`src/rtl/color_peak_tracker.sv`:
```
// ---------------------------------------------------------------------------
// color_peak_tracker
//
// Purpose:
//   Sits downstream of the per-pixel colour cost stage. For each frame it
//   tracks, independently for red, green and blue, the highest-cost pixel
//   and how many pixels reached the hit threshold. At frame end it reports
//   one (x,y) target per colour plus a found flag for the projector aiming
//   logic.
//
// Configuration macro:
//   TRACK_HOLD_EN - when defined, a colour whose found flag is 0 at a
//                   report keeps its previous x/y outputs. When undefined,
//                   such a colour drives x/y = 0.
//
// Ports:
//   clk, reset          system clock, synchronous active-high reset
//   frame_start         pulse, new frame begins (acts without input staging)
//   frame_end           pulse, frame complete (may coincide with last pixel)
//   pixel_valid         pixel_x/pixel_y/costs valid this cycle
//   pixel_x, pixel_y    current pixel coordinate
//   red/green/blue_cost current pixel costs
//   <c>_x, <c>_y        per-colour target coordinate
//   <c>_found           per-colour target valid in the latest report
//   result_valid        one-cycle pulse, all target outputs just updated
//   busy                high while accumulating or reporting
// ---------------------------------------------------------------------------
module color_peak_tracker #(
  parameter int XW       = 10,
  parameter int YW       = 10,
  parameter int CW       = 9,
  parameter int MIN_COST = 4,
  parameter int MIN_HITS = 3,
  parameter int HW       = 8
) (
  input  logic          clk,
  input  logic          reset,
  input  logic          frame_start,
  input  logic          frame_end,
  input  logic          pixel_valid,
  input  logic [XW-1:0] pixel_x,
  input  logic [YW-1:0] pixel_y,
  input  logic [CW-1:0] red_cost,
  input  logic [CW-1:0] green_cost,
  input  logic [CW-1:0] blue_cost,
  output logic [XW-1:0] red_x,
  output logic [YW-1:0] red_y,
  output logic [XW-1:0] green_x,
  output logic [YW-1:0] green_y,
  output logic [XW-1:0] blue_x,
  output logic [YW-1:0] blue_y,
  output logic          red_found,
  output logic          green_found,
  output logic          blue_found,
  output logic          result_valid,
  output logic          busy
);

  typedef enum logic [1:0] {
    ST_IDLE   = 2'd0,
    ST_ACCUM  = 2'd1,
    ST_REPORT = 2'd2
  } state_t;

  localparam logic [CW-1:0] MIN_COST_C = CW'(MIN_COST);
  localparam logic [HW-1:0] MIN_HITS_C = HW'(MIN_HITS);
  localparam logic [HW-1:0] HITS_MAX_C = {HW{1'b1}};
  localparam logic [HW-1:0] HITS_ONE_C = {{(HW-1){1'b0}}, 1'b1};

  // Saturating hit counter increment: holds at all-ones.
  function automatic logic [HW-1:0] sat_inc(input logic [HW-1:0] h);
    logic [HW-1:0] r;
    if (h == HITS_MAX_C) begin
      r = h;
    end else begin
      r = h + HITS_ONE_C;
    end
    return r;
  endfunction

  // Index 0 = red, 1 = green, 2 = blue throughout.
  logic          s1_valid_r;
  logic          s1_end_r;
  logic [XW-1:0] s1_x_r;
  logic [YW-1:0] s1_y_r;
  logic [CW-1:0] s1_cost_r [3];

  logic [CW-1:0] best_r    [3];
  logic [XW-1:0] bx_r      [3];
  logic [YW-1:0] by_r      [3];
  logic [HW-1:0] hits_r    [3];

  logic [2:0]    hit_s;
  logic [CW-1:0] best_nx_s [3];
  logic [XW-1:0] bx_nx_s   [3];
  logic [YW-1:0] by_nx_s   [3];
  logic [HW-1:0] hits_nx_s [3];

  logic [2:0]    found_nx_s;
  logic [XW-1:0] out_x_nx_s [3];
  logic [YW-1:0] out_y_nx_s [3];

  logic [XW-1:0] out_x_r   [3];
  logic [YW-1:0] out_y_r   [3];
  logic [2:0]    found_r;
  logic          result_valid_r;
  logic          busy_r;

  state_t        state_r;
  state_t        state_nx_s;
  logic          clr_s;
  logic          acc_s;
  logic          load_s;

  // Input stage: every pixel-side input is registered once before comparing.
  always_ff @(posedge clk) begin
    if (reset) begin
      s1_valid_r <= 1'b0;
      s1_end_r   <= 1'b0;
      s1_x_r     <= {XW{1'b0}};
      s1_y_r     <= {YW{1'b0}};
      for (int c = 0; c < 3; c++) begin
        s1_cost_r[c] <= {CW{1'b0}};
      end
    end else begin
      s1_valid_r   <= pixel_valid;
      s1_end_r     <= frame_end;
      s1_x_r       <= pixel_x;
      s1_y_r       <= pixel_y;
      s1_cost_r[0] <= red_cost;
      s1_cost_r[1] <= green_cost;
      s1_cost_r[2] <= blue_cost;
    end
  end

  // Per-colour next accumulator values for the staged pixel. Strict '>' keeps
  // the first pixel in raster order on ties.
  always_comb begin
    hit_s = 3'b000;
    for (int c = 0; c < 3; c++) begin
      hit_s[c] = s1_valid_r && (s1_cost_r[c] >= MIN_COST_C);
      if (hit_s[c] && (s1_cost_r[c] > best_r[c])) begin
        best_nx_s[c] = s1_cost_r[c];
        bx_nx_s[c]   = s1_x_r;
        by_nx_s[c]   = s1_y_r;
      end else begin
        best_nx_s[c] = best_r[c];
        bx_nx_s[c]   = bx_r[c];
        by_nx_s[c]   = by_r[c];
      end
      if (hit_s[c]) begin
        hits_nx_s[c] = sat_inc(hits_r[c]);
      end else begin
        hits_nx_s[c] = hits_r[c];
      end
    end
  end

  // Report values. They are built from the next accumulator values so a
  // pixel staged together with frame_end is part of the reported frame.
  always_comb begin
    found_nx_s = 3'b000;
    for (int c = 0; c < 3; c++) begin
      found_nx_s[c] = (hits_nx_s[c] >= MIN_HITS_C);
      if (found_nx_s[c]) begin
        out_x_nx_s[c] = bx_nx_s[c];
        out_y_nx_s[c] = by_nx_s[c];
      end else begin
`ifdef TRACK_HOLD_EN
        out_x_nx_s[c] = out_x_r[c];
        out_y_nx_s[c] = out_y_r[c];
`else
        out_x_nx_s[c] = {XW{1'b0}};
        out_y_nx_s[c] = {YW{1'b0}};
`endif
      end
    end
  end

  // FSM state register.
  always_ff @(posedge clk) begin
    if (reset) begin
      state_r <= ST_IDLE;
    end else begin
      state_r <= state_nx_s;
    end
  end

  // FSM next state and datapath controls. frame_start always restarts
  // accumulation; a restart wins over a coincident staged frame_end.
  always_comb begin
    state_nx_s = state_r;
    clr_s      = 1'b0;
    acc_s      = 1'b0;
    load_s     = 1'b0;
    case (state_r)
      ST_IDLE: begin
        if (frame_start) begin
          state_nx_s = ST_ACCUM;
          clr_s      = 1'b1;
        end else begin
          state_nx_s = ST_IDLE;
        end
      end
      ST_ACCUM: begin
        if (frame_start) begin
          state_nx_s = ST_ACCUM;
          clr_s      = 1'b1;
        end else if (s1_end_r) begin
          state_nx_s = ST_REPORT;
          acc_s      = 1'b1;
          load_s     = 1'b1;
        end else begin
          state_nx_s = ST_ACCUM;
          acc_s      = 1'b1;
        end
      end
      ST_REPORT: begin
        clr_s = 1'b1;
        if (frame_start) begin
          state_nx_s = ST_ACCUM;
        end else begin
          state_nx_s = ST_IDLE;
        end
      end
      default: begin
        state_nx_s = ST_IDLE;
        clr_s      = 1'b1;
      end
    endcase
  end

  // Per-colour accumulators: best cost, its coordinate and hit count.
  always_ff @(posedge clk) begin
    if (reset || clr_s) begin
      for (int c = 0; c < 3; c++) begin
        best_r[c] <= {CW{1'b0}};
        bx_r[c]   <= {XW{1'b0}};
        by_r[c]   <= {YW{1'b0}};
        hits_r[c] <= {HW{1'b0}};
      end
    end else if (acc_s) begin
      for (int c = 0; c < 3; c++) begin
        best_r[c] <= best_nx_s[c];
        bx_r[c]   <= bx_nx_s[c];
        by_r[c]   <= by_nx_s[c];
        hits_r[c] <= hits_nx_s[c];
      end
    end else begin
      for (int c = 0; c < 3; c++) begin
        best_r[c] <= best_r[c];
        bx_r[c]   <= bx_r[c];
        by_r[c]   <= by_r[c];
        hits_r[c] <= hits_r[c];
      end
    end
  end

  // Registered outputs: targets change only when a report is loaded, which
  // coincides with entering REPORT so result_valid is high during REPORT.
  always_ff @(posedge clk) begin
    if (reset) begin
      for (int c = 0; c < 3; c++) begin
        out_x_r[c] <= {XW{1'b0}};
        out_y_r[c] <= {YW{1'b0}};
      end
      found_r        <= 3'b000;
      result_valid_r <= 1'b0;
      busy_r         <= 1'b0;
    end else begin
      if (load_s) begin
        for (int c = 0; c < 3; c++) begin
          out_x_r[c] <= out_x_nx_s[c];
          out_y_r[c] <= out_y_nx_s[c];
        end
        found_r <= found_nx_s;
      end else begin
        found_r <= found_r;
      end
      result_valid_r <= load_s;
      busy_r         <= (state_nx_s != ST_IDLE);
    end
  end

  assign red_x        = out_x_r[0];
  assign red_y        = out_y_r[0];
  assign green_x      = out_x_r[1];
  assign green_y      = out_y_r[1];
  assign blue_x       = out_x_r[2];
  assign blue_y       = out_y_r[2];
  assign red_found    = found_r[0];
  assign green_found  = found_r[1];
  assign blue_found   = found_r[2];
  assign result_valid = result_valid_r;
  assign busy         = busy_r;

endmodule

```
`config.mk`:
```
export PLATFORM = sky130hd
export DESIGN_NAME = color_peak_tracker
export DESIGN_NICKNAME = d
export VERILOG_FILES = /design/src/rtl/color_peak_tracker.sv
export SDC_FILE = /design/constraint.sdc
export NUM_CORES = 1
export LEC_CHECK = 0
export CORE_MARGIN = 8
export CORE_UTILIZATION = 60
export CTS_CLUSTER_DIAMETER = 50
export DETAILED_ROUTE_END_ITERATION = 8
export GPL_TIMING_DRIVEN = 1
export PLACE_DENSITY = 0.95
export SYNTH_ARGS = -nofsm -noshare
export SYNTH_HDL_FRONTEND = slang
export SYNTH_SLANG_ARGS = --single-unit
```
`constraint.sdc`:
```
create_clock -name clk -period 5.8 [get_ports clk]
set_input_delay 1.16 -clock clk [delete_from_list [all_inputs] [get_ports clk]]
set_output_delay 1.16 -clock clk [all_outputs]
set_load 0.01 [all_outputs]
```
==> results.tsv <==
metric	value	unit
drt-total-wl	23.52	mm
place_hpwl	14.60	mm
die_h	143.7	um
synthDistinctLibCells	55	
antenna_found_initial	0	
hold_class	register to register	
max_stage_delay	900	ps
synth_edf_count	171	
io_buffers	116	
fin_skew	19.41	ps
max_freq	303.4	MHz
core-area	15940	um2
synth_fa_ha_area_frac	0.03835	
postCtsSetupBuffers	0	
grt_pass1_wl	36.38	mm
worstHoldStart	found_r[2]$_SDFFE_PP0P_	
maxCapViolCount	0	
post-route-period-util	0.5683	
clk_latency	530	ps
reg2reg_depth	6	
finalHoldViolations	0	
worstSetupPathType	register to register	
path_buf_inv	0	
yosysSeqAreaShare	0.6392	
cts-htree-levels	1	
path_delay_family	compound AO/OA/AOI/OAI gates	
drc	0	
start_kind	register	
muxShareOfSynthArea	0.06929	
yosys_warnings	0	
cts_buffers	24	
grt_overflow	0	
powerDensity	303.4	nW/um2
cts_sinks	227	
syn_to_final_growth	21.41	%
synth_area_leaders	edfxtp_1 (52%), dfxtp_1 (11%), mux2i_1 (6.5%), nor2_1 (5.9%), ha_1 (3.8%)	
required	6030	ps
r2r_end	out_y_r[0][3]$_SDFFCE_PN0P_	
clockBufferDepth	3	
synth.cell_area	9787	um2
grt_max_degree	85	
worst_slew_pin_slew	1299	ps
synth_top_family_by_area	simple AND/OR/NAND/NOR gates	
holdBufCountCts	0	
finalNonFillerCells	1153	
antenna-diode-count	0	
cts_resized	0	
tritoncts	done	
synth-compound-area-share	0.05229	
path_cells	or4_4 -> o41ai_4 -> nor2_2 -> mux2_4 -> o31ai_4 -> nor2_1	
min_to	found_r[2]$_SDFFE_PP0P_	
setup_tns	0	ps
drt-pass1-iter-count	5	
finalCriticalPeriod	3296	ps
row_count	46	
crit_arrival	3520	ps
avgViaCountPerCell	5.964	
status	finished, final reports clean	
yosys.area_share.simple	0.1560	
track_usage	0.2255	
layout_commonest_cell	edfxtp_1	
max-vdd-ir-drop	0.0002189	V
synth.top_cell.area_share	0.5247	
die_x	143.7	um
mostFrequentLayoutCells	edfxtp_1 (171), nor2_1 (155), clkdlybuf4s50_1 (115)	
vias	6877	
slowest_stage	o31ai_4	
synthesis.nets	889	
hold_depth	2	
ant_nets	0	
synth_flop_cell	edfxtp_1	
rr_startpoint	s1_cost_r[0][7]$_SDFF_PP0_	
grt_pass1_vias	7043	
drtIter0Drc	652	
wire_per_inst	20.40	um
globalplace.congestion	0.9076	
synth_xor_area_frac	0.01253	
ys_seq_elements	227	
initial_core_util	0.6139	
rsz0062_at_grt	no	
reg2reg_setup_slack	2500	ps
placedCellCount	1109	
clk_pin_slew	60	ps
finalSetupViolCount	0	
synthArstFlopShare	0	
worstSetupEndpointType	register	
drive_above_1_share	0.06830	
maxSlewViolCount	0	
cp_max_fo	21	
yosys.area.top_type	edfxtp_1	
fin_nets	1001	
io_pins	117	
die_area	20650	um2
synth_cells	807	
p_leak	0.004461	uW
slew_headroom	0.1248	
avgSynthCellArea	12.13	um2
cts_root_buf	clkbuf_16	
synthesized netlist by cell type (2+ instances only):
master	number
edfxtp_1	171
a31oi_1	2
nor2b_1	51
o21a_1	4
o221ai_1	2
nand2_1	34
and3_1	27
mux2i_1	64
o21ai_0	11
clkbuf_1	27
mux2_2	2
o211ai_1	3
nor3_1	11
a21oi_1	16
o41ai_1	2
nor2_1	155
xnor2_1	7
ha_1	30
nand4_1	9
a2111oi_0	3
a211oi_1	9
dfxtp_1	56
xor2_1	7
and2_1	5
nand2b_1	3
a211o_1	2
nand3_1	12
inv_1	39
nor4_1	6
or3_1	2
or2_2	4
buf_2	7
buf_6	2
area by class of cell:
class                   count  area [um2]
repair buffers            124        1216
well taps                 216       270.3
clock inverters            11       71.32
fillers                   907        4060
flip-flops and latches    227        6256
multi-input cells         503        3278
clock buffers              33       644.4
inverters                  39       146.4
through the flow:
step / area, um2 / utilization / hold WS, ps / worst slack (ps) / power, uW
2_1_floorplan: 9787 / - / 466.6 / 1745 / 2082
3_3_place_gp: 11170 / 0.7004 / 442.0 / 2360 / 2208
3_5_place_dp: 11170 / 0.7004 / 437.5 / 2267 / 2227
4_1_cts: 11880 / 0.7453 / 453.9 / 2523 / 3612
5_1_grt: 11880 / 0.7453 / 477.5 / 2290 / 3710
6_report: 11880 / 0.7453 / 456.4 / 2504 / 3605
registers in the layout (all words and copies together) (netlist names), 10 cells and up:
signal	cells
best_r	27
bx_r	30
by_r	30
hits_r	24
out_x_r	30
out_y_r	30
s1_cost_r	27
s1_x_r	10
s1_y_r	10
metal layers:
metal,GRT usage,vias up,share of wire
met4,0.1035,0,0.038
met2,0.3984,415,0.50
met5,0,-,0
met3,0.04711,86,0.088
li1,-,3083,-
met1,0.2580,3293,0.37
worst max-delay path by stage:
stage / startpoint / to / slack (ps) / cells past startpoint
after global routing: s1_cost_r[0][7]$_SDFF_PP0_ / out_x_r[0][2]$_SDFFCE_PN0P_ / 2290 / 6
after floorplan: reset / bx_r[0][0]$_SDFFCE_PN0P_ / 1750 / 4
after CTS: s1_cost_r[0][7]$_SDFF_PP0_ / out_x_r[0][2]$_SDFFCE_PN0P_ / 2520 / 6
final: s1_cost_r[0][7]$_SDFF_PP0_ / out_y_r[0][3]$_SDFFCE_PN0P_ / 2500 / 6
after global placement: frame_start / out_y_r[0][15]$_SDFFCE_PN0P_ / 2360 / 5
after detailed placement: frame_start / out_y_r[0][24]$_SDFFCE_PN0P_ / 2270 / 5
cells by family (layout without fill, tap and decap cells):
| logic type | after synthesis | after routing |
|---|---|---|
| buffers and inverters | 77 | 207 |
| adders and majority gates | 30 | 30 |
| muxes | 67 | 67 |
| xor gates and xnor gates | 14 | 14 |
| DFF | 227 | 227 |
| AOI/OAI and AO/OA | 69 | 69 |
| and+or+nand+nor | 323 | 323 |
where the power goes:
| group | leakage, uW | total (uW) | switching [uW] | internal (uW) |
|---|---|---|---|---|
| logic | 0.00177 | 321 | 176 | 144 |
| registers | 0.00235 | 1880 | 55.7 | 1830 |
| clock network | 0.000344 | 1400 | 618 | 782 |
| total | 0.00446 | 3610 | 850 | 2760 |
worst reg2reg max path: stages (launching register included):
cell,delay [ps]
dfxtp_1,330
or4_4,560
o41ai_4,590
nor2_2,140
mux2_4,340
o31ai_4,900
nor2_1,150
Power figures use the tool's default switching activity.
